## src/rtl/fc_pkg.sv

```systemverilog
// Shared types and defaults for the fetch-to-decode instruction queue.
package fc_pkg;

  localparam int unsigned PC_W_DEF   = 13;
  localparam int unsigned INST_W_DEF = 32;
  localparam int unsigned ST_W_DEF   = 2;

  localparam logic [INST_W_DEF-1:0] BUBBLE_INST = '0;

  // Layout matches the packed storage word in fc_queue: {pc, inst, state}.
  typedef struct packed {
    logic [PC_W_DEF-1:0]   pc;
    logic [INST_W_DEF-1:0] inst;
    logic [ST_W_DEF-1:0]   state;
  } fc_entry_t;

endpackage

```

## src/rtl/fc_queue_mem.sv

```systemverilog
// Entry storage for fc_queue: synchronous write, asynchronous read, no data reset.
module fc_queue_mem #(
  parameter int unsigned WIDTH = 47,
  parameter int unsigned DEPTH = 4,
  localparam int unsigned PW   = $clog2(DEPTH)
) (
  input  logic             clk,
  input  logic             we,
  input  logic [PW-1:0]    waddr,
  input  logic [WIDTH-1:0] wdata,
  input  logic [PW-1:0]    raddr,
  output logic [WIDTH-1:0] rdata
);

  logic [WIDTH-1:0] mem_q [DEPTH];

  always_ff @(posedge clk) begin
    if (we) begin
      mem_q[waddr] <= wdata;
    end
  end

  assign rdata = mem_q[raddr];

endmodule

```

## src/rtl/fc_queue.sv

```systemverilog
// Fetch-to-decode instruction queue with flush and input squash.
// Optional zero-latency bypass when empty: define FC_QUEUE_BYPASS_EN.
module fc_queue
  import fc_pkg::*;
#(
  parameter int unsigned PC_W   = PC_W_DEF,
  parameter int unsigned INST_W = INST_W_DEF,
  parameter int unsigned ST_W   = ST_W_DEF,
  parameter int unsigned DEPTH  = 4,
  localparam int unsigned CW    = $clog2(DEPTH + 1)
) (
  input  logic              CLK,
  input  logic              RST,
  input  logic              in_valid,
  output logic              in_ready,
  input  logic [PC_W-1:0]   in_pc,
  input  logic [INST_W-1:0] in_inst,
  input  logic [ST_W-1:0]   in_state,
  input  logic              squash_in,
  input  logic              flush,
  output logic              out_valid,
  input  logic              out_ready,
  output logic [PC_W-1:0]   out_pc,
  output logic [INST_W-1:0] out_inst,
  output logic [ST_W-1:0]   out_state,
  output logic [CW-1:0]     count
);

  localparam int unsigned PW = $clog2(DEPTH);
  localparam int unsigned EW = PC_W + INST_W + ST_W;

  logic [PW-1:0] rd_ptr_q, wr_ptr_q;
  logic [CW-1:0] count_q, count_d;
  logic [EW-1:0] wdata, rdata;
  logic          has_head, bypass, enq, deq;

  assign has_head = (count_q != '0);
  assign in_ready = (count_q < CW'(DEPTH));

`ifdef FC_QUEUE_BYPASS_EN
  // Empty queue with a consumer ready: hand the input straight through.
  assign bypass = ~has_head & in_valid & ~squash_in & ~flush & out_ready;
`else
  assign bypass = 1'b0;
`endif

  assign enq = in_valid & in_ready & ~squash_in & ~flush & ~bypass;
  assign deq = has_head & out_ready & ~flush;

  always_comb begin
    count_d = count_q;
    if (enq && !deq) begin
      count_d = count_q + CW'(1);
    end else if (!enq && deq) begin
      count_d = count_q - CW'(1);
    end
  end

  always_ff @(posedge CLK) begin
    if (RST || flush) begin
      rd_ptr_q <= '0;
      wr_ptr_q <= '0;
      count_q  <= '0;
    end else begin
      if (enq) begin
        wr_ptr_q <= wr_ptr_q + PW'(1);
      end
      if (deq) begin
        rd_ptr_q <= rd_ptr_q + PW'(1);
      end
      count_q <= count_d;
    end
  end

  assign wdata = {in_pc, in_inst, in_state};

  fc_queue_mem #(
    .WIDTH (EW),
    .DEPTH (DEPTH)
  ) u_mem (
    .clk   (CLK),
    .we    (enq),
    .waddr (wr_ptr_q),
    .wdata (wdata),
    .raddr (rd_ptr_q),
    .rdata (rdata)
  );

  always_comb begin
    out_valid = has_head | bypass;
    out_pc    = '0;
    out_inst  = INST_W'(BUBBLE_INST);
    out_state = '0;
    if (bypass) begin
      out_pc    = in_pc;
      out_inst  = in_inst;
      out_state = in_state;
    end else if (has_head) begin
      out_pc    = rdata[EW-1 -: PC_W];
      out_inst  = rdata[ST_W +: INST_W];
      out_state = rdata[ST_W-1:0];
    end
  end

  assign count = count_q;

endmodule

```

## config.mk

```make
export PLATFORM = sky130hd
export DESIGN_NAME = fc_queue
export DESIGN_NICKNAME = d
export VERILOG_FILES = /design/src/rtl/fc_pkg.sv /design/src/rtl/fc_queue_mem.sv /design/src/rtl/fc_queue.sv
export SDC_FILE = /design/constraint.sdc
export NUM_CORES = 1
export LEC_CHECK = 0
export ABC_CLOCK_PERIOD_IN_PS = 6900
export CAP_MARGIN = 25
export CORE_UTILIZATION = 45
export CTS_CLUSTER_DIAMETER = 50
export DETAILED_ROUTE_END_ITERATION = 10
export PLACE_DENSITY = 0.68
export SYNTH_ARGS = -nofsm -noshare
export SYNTH_HDL_FRONTEND = slang
export SYNTH_SLANG_ARGS = --single-unit
```

## constraint.sdc

```tcl
create_clock -name CLK -period 6.9 [get_ports CLK]
set_clock_uncertainty 0.1 [all_clocks]
set_input_delay 1.38 -clock CLK [delete_from_list [all_inputs] [get_ports CLK]]
set_output_delay 1.38 -clock CLK [all_outputs]
set_load 0.01 [all_outputs]
```

==> results.yml, run 1 <==
floorplan:
  coreArea_sq_um: 16500
  dieHeight_microns: 132
  row_count: 47
  ioPinCount: 105
  initial_core_util: 0.458
  die_area_sq_um: 17300
  die_w_microns: 132
setup_path:
  critPathTopFamily: "buffers and inverters"
  critPathBufInv: 2
  r2r_end: "count[2]"
  r2r_start: "count[0]"
  cp_slowest_cell: "dfxtp_4"
  required_ns: 5.42
  reg2regPathDepth: 8
  start_kind: "flip-flop"
  worstSetupEndpointType: "primary output"
  path_cells: "buf_16 > mux4_2 > and2_1 > clkdlybuf4s50_1"
  worst_path_largest_cell_delay_ns: 0.55
  ff2ff_setup_slack_ns: 4.54
  crit_fanout: 33
  critPathKind: "flip-flop to primary output"
  arrival_ns: 2.53
cts:
  clkTransAtPathRegs_ns: 0.06
  worstSkewPairLatency_ns: 0.42
  clk_path_buf_depth: 2
  clockRootBuffer: "clkbuf_16"
  cts_buffers: 17
  ctsHoldBuffers: 0
  cts_tree: "built"
  cts-resized-gates: 0
  cts.sinks: 197
  post-cts-setup-buffers: 0
  cts.htree.levels: 4
timing:
  rsz0062_at_grt: "false"
  maxSlewViolCount: 0
  final_hold_viol_count: 0
  max-slew-margin-rel: 0.507
  setup_violations: 0
  tightest_slew_ns: 0.740
  max_freq_ghz: 0.249
  finalCritPeriodShare: 0.581
  finalCriticalPeriod_ns: 4.01
  fin_tns_setup_ns: 0
detailed_routing:
  vias: 3562
  firstDrtPassIters: 4
  via_per_inst: 5.17
  route.detailed.drc: 0
  ant_nets: 0
  totalWireLength_microns: 13100
  drt-wirelength-per-cell_microns: 19.0
  first_iter_violations: 169
power:
  ir_worst_vdd_mv: 0.194
  finalPower_mw: 2.32
  p_leak_nw: 2.94
  power.density_nw_per_um2: 247
worst_hold_path:
  hold_end: "rd_ptr_q[0]"
  hold_class: "flip-flop to flip-flop"
  min_from: "rd_ptr_q[0]"
  whs_path_depth: 2
place:
  dpl-instance-area_sq_um: 8840
  hpwl_microns: 7210
  port_buffers: 104
  gp_congestion: 0.696
layout:
  syn2layout_area_growth_pct: 23.9
  final_cell_area_sq_um: 9370
  drive_above_1_share: 0.177
  diodes: 0
  final_nets: 517
  nFillCells: 1243
synth:
  syn-num-nets: 403
  syn_avg_cell_area_sq_um: 22.0
  synthCells: 344
  synth-seq-cells: 197
  ys_warn_count: 0
  ys_types: 21
  synth_area_sq_um: 7560
  yosysSeqAreaShare: 0.770
grt:
  grt_usage: 0.162
  grt_pass1_wl_microns: 20600
  antenna_found_initial: 1
  grt_max_degree: 49
  grt_pass1_vias: 3885
  overflow: 0
flow_run:
  max-cap-violations: 0
status:
  outcome: "finished, final reports clean"
==> cells by family after synthesis <==
| logic type | synth area share |
|---|---|
| flip-flops | 0.770 |
| AND/OR/NAND/NOR | 0.0521 |
| multiplexers | 0.143 |
| buffers and inverters | 0.0149 |
| adder cells (fa/ha/maj) | 0.0109 |
| XOR/XNOR | 0.00579 |
| AO/OA/AOI/OAI | 0.00347 |
==> placed cells by master (no fill, tap or decap), types with 4 or more instances in the layout <==
| master | count |
|---|---|
| nor2_1 | 7 |
| mux4_2 | 47 |
| xor2_1 | 4 |
| edfxtp_1 | 188 |
| inv_1 | 4 |
| and2_1 | 47 |
| and2_2 | 4 |
| clkbuf_1 | 5 |
| clkbuf_16 | 17 |
| buf_4 | 6 |
| clkdlybuf4s50_1 | 104 |
| dfxtp_1 | 7 |
| ha_1 | 5 |
| clkinv_1 | 5 |
==> per-stage QoR <==
| step | util | setup WS [ns] | hold WS (ns) | std cells |
|---|---|---|---|---|
| 2_1_floorplan | - | 3.43 | 0.385 | 344 |
| 3_3_place_gp | 0.535 | 3.06 | 0.405 | 658 |
| 3_5_place_dp | 0.535 | 3.04 | 0.425 | 658 |
| 4_1_cts | 0.565 | 2.59 | 0.443 | 688 |
| 5_1_grt | 0.567 | 2.76 | 0.484 | 689 |
| 6_report | 0.567 | 2.89 | 0.432 | 689 |
==> cell type report <==
| cell class | instances | area, sq um | area share |
|---|---|---|---|
| flip-flops and latches | 197 | 5830 | 0.622 |
| clock buffers | 22 | 444 | 0.0474 |
| multi-input cells | 127 | 1630 | 0.174 |
| well taps | 220 | 275 | 0.0294 |
| clock inverters | 8 | 61.3 | 0.00654 |
| repair buffers | 111 | 1110 | 0.119 |
| inverters | 4 | 15.0 | 0.00160 |
==> report_power, final <==
part | switching (mW) | internal [mW] | total (mW) | leakage (nW)
clock network | 0.374 | 0.486 | 0.860 | 0.241
registers | 0.00453 | 1.32 | 1.32 | 1.77
logic | 0.0552 | 0.0756 | 0.131 | 0.926
total | 0.434 | 1.88 | 2.32 | 2.94
==> state kept, by name, summed over array words and instances (netlist names), named ones only <==
name / cells
rd_ptr_q: 2
count: 3
u_mem.mem_q: 188
wr_ptr_q: 2
==> metal layers <==
layer / GRT usage / wire, microns / vias up
li1: - / - / 1599
met1: 0.202 / 5740 / 1855
met4: 0.0601 / 189 / 2
met2: 0.267 / 6470 / 90
met5: 0 / 11 / -
met3: 0.0494 / 659 / 16
==> worst max-delay path by stage <==
stage | cells past startpoint | end | startpoint
floorplan | 2 | u_mem.mem_q[0][0] | flush
global placement | 3 | out_inst[0] | flip-flop
detailed placement | 3 | out_pc[9] | flip-flop
CTS | 3 | out_pc[9] | flip-flop
global route | 4 | out_inst[20] | flip-flop
finish | 4 | out_inst[20] | flip-flop
==> Yosys cell counts <==
cell type  number  area share
edfxtp_1      188        0.75
o311ai_0        1      0.0012
inv_1           4      0.0020
a21oi_1         1     0.00066
buf_2           6      0.0040
nor2_1          7      0.0035
xnor2_1         1      0.0012
dfxtp_1         9       0.024
o31ai_1         1     0.00099
mux4_2         47        0.14
fa_1            1      0.0026
nor4b_4         1      0.0031
xor2_1          4      0.0046
o21ai_0         1     0.00066
mux2i_1         2      0.0026
or2_2           2      0.0017
buf_6           4      0.0060
clkbuf_1        6      0.0030
ha_1            5      0.0083
and2_1         51       0.042
or3_1           2      0.0017
==> worst reg2reg max path: cells and delay by family (launching register included) <==
kind	cells	cell delay, ns
adder cells (fa/ha/maj)	2	0.54
XOR/XNOR	1	0.16
flip-flops	1	0.37
AO/OA/AOI/OAI	2	0.58
AND/OR/NAND/NOR	2	0.50
buffers and inverters	1	0.06
Power figures use the tool's default switching activity.
==> run 2, diff against run 1 <==
--- a/config.mk
+++ b/config.mk
@@ -5,12 +5,12 @@
 export SDC_FILE = /design/constraint.sdc
 export NUM_CORES = 1
 export LEC_CHECK = 0
-export ABC_CLOCK_PERIOD_IN_PS = 6900
+export ABC_CLOCK_PERIOD_IN_PS = 3400
 export CAP_MARGIN = 25
 export CORE_UTILIZATION = 45
 export CTS_CLUSTER_DIAMETER = 50
 export DETAILED_ROUTE_END_ITERATION = 10
-export PLACE_DENSITY = 0.68
+export PLACE_DENSITY = 0.7
 export SYNTH_ARGS = -nofsm -noshare
 export SYNTH_HDL_FRONTEND = slang
 export SYNTH_SLANG_ARGS = --single-unit
==> constraint.sdc (replaced) <==
create_clock -name CLK -period 3.4 [get_ports CLK]
set_clock_uncertainty 0.1 [all_clocks]
set_input_delay 0.68 -clock CLK [delete_from_list [all_inputs] [get_ports CLK]]
set_output_delay 0.68 -clock CLK [all_outputs]
set_load 0.01 [all_outputs]
==> results.yml, run 2 (synthesis gave the netlist of run 1 again) <==
detailed_routing:
  route.detailed.drc: 0
  ant_nets: 0
  via_per_inst: 5.19
  first_iter_violations: 172
  vias: 3589
  firstDrtPassIters: 4
  drt-wirelength-per-cell_microns: 19.0
  totalWireLength_microns: 13100
grt:
  grt_usage: 0.163
  grt_use_met1: 0.212
  grt_pass1_wl_microns: 20600
  grt_busiest_layer: "met2"
  met2_usage: 0.262
  antenna_found_initial: 0
  grt_pass1_vias: 3842
  overflow: 0
  met3_usage: 0.0451
  grt_max_degree: 49
timing:
  fin_tns_setup_ns: 0
  final_hold_viol_count: 0
  rsz0062_at_grt: "false"
  maxSlewViolCount: 0
  finalCritPeriodShare: 0.955
  max_freq_ghz: 0.308
  max-slew-margin-rel: 0.673
  setup_violations: 0
  tightest_slew_ns: 0.490
  finalCriticalPeriod_ns: 3.25
layout:
  seqCellArea_sq_um: 5830
  multi_input_comb_area_sq_um: 1640
  nFillCells: 1233
  final_cell_mix: "edfxtp_1 (188), clkdlybuf4s50_1 (104), mux4_2 (47), and2_1 (47), clkbuf_16 (17)"
  largest_register_ffs: 188
  final_common_cell: "edfxtp_1"
  drive_above_1_share: 0.203
  final_nets: 518
  finish.utilization: 0.579
  diodes: 0
  regMostFlops: "u_mem.mem_q"
  syn2layout_area_growth_pct: 26.6
cts:
  cts-resized-gates: 0
  clk_path_buf_depth: 2
  clkTransAtPathRegs_ns: 0.07
  worstSkewPairLatency_ns: 0.43
  cts.sinks: 197
  cts_buffers: 17
  cts_tree: "built"
  ctsHoldBuffers: 0
  clockRootBuffer: "clkbuf_16"
  cts.htree.levels: 4
  post-cts-setup-buffers: 0
setup_path:
  critPathKind: "flip-flop to primary output"
  required_ns: 2.62
  crit_fanout: 21
  start_kind: "flip-flop"
  arrival_ns: 2.47
  worstSetupEndpointType: "primary output"
floorplan:
  initial_core_util: 0.458
  row_count: 47
  dieHeight_microns: 132
  die_w_microns: 132
  coreArea_sq_um: 16500
  die_area_sq_um: 17300
  ioPinCount: 105
status:
  outcome: "finished, final reports clean"
power:
  power.density_nw_per_um2: 526
  ir_worst_vdd_mv: 0.375
  p_leak_nw: 3.01
worst_hold_path:
  hold_class: "flip-flop to flip-flop"
place:
  gp_congestion: 0.711
  port_buffers: 104
  hpwl_microns: 7360
flow_run:
  max-cap-violations: 0
## run 2: cell types whose count changed in the layout (fill, tap and decap cells not counted), moves of 3 or more
cell and delta:
buf_12 +7, buf_4 -5, clkinv_1 -5, clkbuf_1 -4, clkinv_4 +4, bufinv_16 +3
## run 2: path summary, 6_finish.rpt
path	from	to	slack (ns)	cells past startpoint
setup / recovery	flip-flop	out_state[0]	0.15	4
hold / removal	rd_ptr_q[1]	flip-flop	0.43	2
setup reg to reg	count[2]	count[2]	1.02	7
hold reg to reg	rd_ptr_q[1]	flip-flop	0.43	2
## run 2: metal layers
metal,routed length (microns),part of all wire
met1,5910,0.45
met5,0,0
met4,175,0.013
met3,607,0.046
met2,6440,0.49
## run 2: final cells by class
| cell class | instances | area share |
|---|---|---|
| flip-flops and latches | 197 | 0.609 |
| multi-input cells | 127 | 0.171 |
| repair buffers | 112 | 0.124 |
| clock buffers | 18 | 0.0448 |
| well taps | 220 | 0.0288 |
| clock inverters | 14 | 0.0209 |
| inverters | 4 | 0.00157 |
## run 2: per-stage QoR
step	power (mW)	area (sq um)	instances	hold WS, ns	worst slack, ns
finish	5.04	9570	692	0.425	0.152
global route	5.19	9570	692	0.454	0.00491
CTS	5.08	9570	692	0.429	0.0264
detailed placement	3.01	8940	660	0.411	0.270
global placement	3.00	8940	660	0.403	0.401
floorplan	2.84	7560	344	0.385	0.625
## run 2: worst max-delay path, cell delays in order, from the launching register on
cell and delay (ns):
dfxtp_4 0.56, buf_12 0.26, mux4_2 0.53, and2_1 0.17, clkdlybuf4s50_1 0.48
## run 2: where the power goes
part / leakage [nW] / switching, mW / internal [mW] / total (mW)
Clock: 0.297 / 0.847 / 1.24 / 2.09
Combinational: 0.943 / 0.112 / 0.155 / 0.267
Sequential: 1.77 / 0.00939 / 2.68 / 2.69
Total: 3.01 / 0.969 / 4.07 / 5.04
==> run 3, diff against run 2 <==
--- a/config.mk
+++ b/config.mk
@@ -10,6 +10,7 @@
 export CORE_UTILIZATION = 45
 export CTS_CLUSTER_DIAMETER = 50
 export DETAILED_ROUTE_END_ITERATION = 10
+export MAX_ROUTING_LAYER = met4
 export PLACE_DENSITY = 0.7
 export SYNTH_ARGS = -nofsm -noshare
 export SYNTH_HDL_FRONTEND = slang
==> results.yml, run 3 (synthesis gave the netlist of run 1 again) <==
setup_path:
  start_kind: "flip-flop"
  arrival_ns: 2.47
  critPathKind: "flip-flop to primary output"
  required_ns: 2.62
  crit_fanout: 21
  worstSetupEndpointType: "primary output"
layout:
  final_cell_mix: "edfxtp_1 (188), clkdlybuf4s50_1 (104), mux4_2 (47), and2_1 (47), clkbuf_16 (17)"
  regMostFlops: "u_mem.mem_q"
  drive_above_1_share: 0.203
  nFillCells: 1233
  syn2layout_area_growth_pct: 26.6
  largest_register_ffs: 188
  final_common_cell: "edfxtp_1"
  diodes: 0
  final_cell_area_sq_um: 9570
  final_nets: 518
  finish.utilization: 0.579
grt:
  grt_pass1_vias: 3839
  grt_pass1_wl_microns: 20600
  met2_usage: 0.262
  overflow: 0
  antenna_found_initial: 0
  grt_use_met1: 0.215
  grt_busiest_layer: "met2"
  met3_usage: 0.0401
  grt_usage: 0.168
  grt_max_degree: 49
cts:
  worstSkewPairLatency_ns: 0.43
  cts.htree.levels: 4
  cts.sinks: 197
  clk_path_buf_depth: 2
  clkTransAtPathRegs_ns: 0.07
  ctsHoldBuffers: 0
  clockRootBuffer: "clkbuf_16"
  cts_buffers: 17
  cts_tree: "built"
timing:
  tightest_slew_ns: 0.498
  finalCriticalPeriod_ns: 3.25
  max-slew-margin-rel: 0.668
  final_hold_viol_count: 0
  setup_violations: 0
  maxSlewViolCount: 0
  whs_ns: 0.426
  finalCritPeriodShare: 0.956
  fin_ws_ns: 0.150
  max_freq_ghz: 0.308
  fin_tns_setup_ns: 0
  rsz0062_at_grt: "false"
place:
  hpwl_microns: 7360
  port_buffers: 104
  place_ws_ns: 0.270
  dpl-instance-area_sq_um: 8940
  gp_congestion: 0.719
power:
  power.density_nw_per_um2: 526
  p_switching_mw: 0.968
  p_sw_frac: 0.192
  combPwrFrac: 0.053
  intPower_mw: 4.07
  seq_power_share: 0.533
  pwr-share-clk: 0.414
  p_leak_nw: 3.01
  ir_worst_vdd_mv: 0.376
detailed_routing:
  first_iter_violations: 206
  route.detailed.drc: 0
  totalWireLength_microns: 13100
  firstDrtPassIters: 4
  ant_nets: 0
  via_per_inst: 5.16
  vias: 3569
  drt-wirelength-per-cell_microns: 19.0
floorplan:
  initial_core_util: 0.458
  row_count: 47
  die_w_microns: 132
  die_area_sq_um: 17300
  coreArea_sq_um: 16500
  dieHeight_microns: 132
  ioPinCount: 105
flow_run:
  max-cap-violations: 0
status:
  outcome: "finished, final reports clean"
worst_hold_path:
  hold_class: "flip-flop to flip-flop"
[run 3: cell counts in the layout (fill, tap and decap cells not counted)]
No cell type changed its count.
[run 3: what timing repair did]
action / CTS / global route
setup endpoints to repair: 0 / 19
setup buffers: 0 / 0
resized for setup: 0 / 1
[run 3: per-stage QoR]
step                instances  power (mW)
floorplan                 344        2.84
global placement          660        3.00
detailed placement        660        3.01
CTS                       692        5.08
global route              692        5.19
finish                    692        5.04
[run 3: area by class of cell]
class,count,area (sq um),area share
Sequential cell,197,5830,0.609
Multi-Input combinational cell,127,1640,0.171
Timing Repair Buffer,112,1190,0.124
Clock buffer,18,429,0.0448
Tap cell,220,275,0.0288
Clock inverter,14,200,0.0209
Inverter,4,15.0,0.00157
[run 3: worst paths after layout]
check,start,endpoint,slack [ns],cells past startpoint
max,flip-flop,out_state[0],0.15,4
min,rd_ptr_q[1],flip-flop,0.43,2
max reg2reg,count[2],count[2],1.01,7
min reg2reg,rd_ptr_q[1],flip-flop,0.43,2
[run 3: power by group through the flow]
stage / logic [mW] / clock network (mW) / registers, mW
floorplan: 0.103 / 0 / 2.74
global placement: 0.263 / 0 / 2.74
detailed placement: 0.270 / 0 / 2.74
CTS: 0.271 / 2.13 / 2.69
global route: 0.287 / 2.22 / 2.69
finish: 0.268 / 2.08 / 2.69
[run 3: metal layers]
| metal | vias up | wire [microns] | share of wire |
|---|---|---|---|
| li1 | 1610 | - | - |
| met1 | 1849 | 5980 | 0.46 |
| met2 | 93 | 6430 | 0.49 |
| met3 | 17 | 535 | 0.041 |
| met4 | 0 | 172 | 0.013 |
| met5 | - | 0 | 0 |
[run 3: critical path, cell delays in order, from the launching register on]
cell and delay (ns):
dfxtp_4 0.56, buf_12 0.26, mux4_2 0.53, and2_1 0.17
clkdlybuf4s50_1 0.49
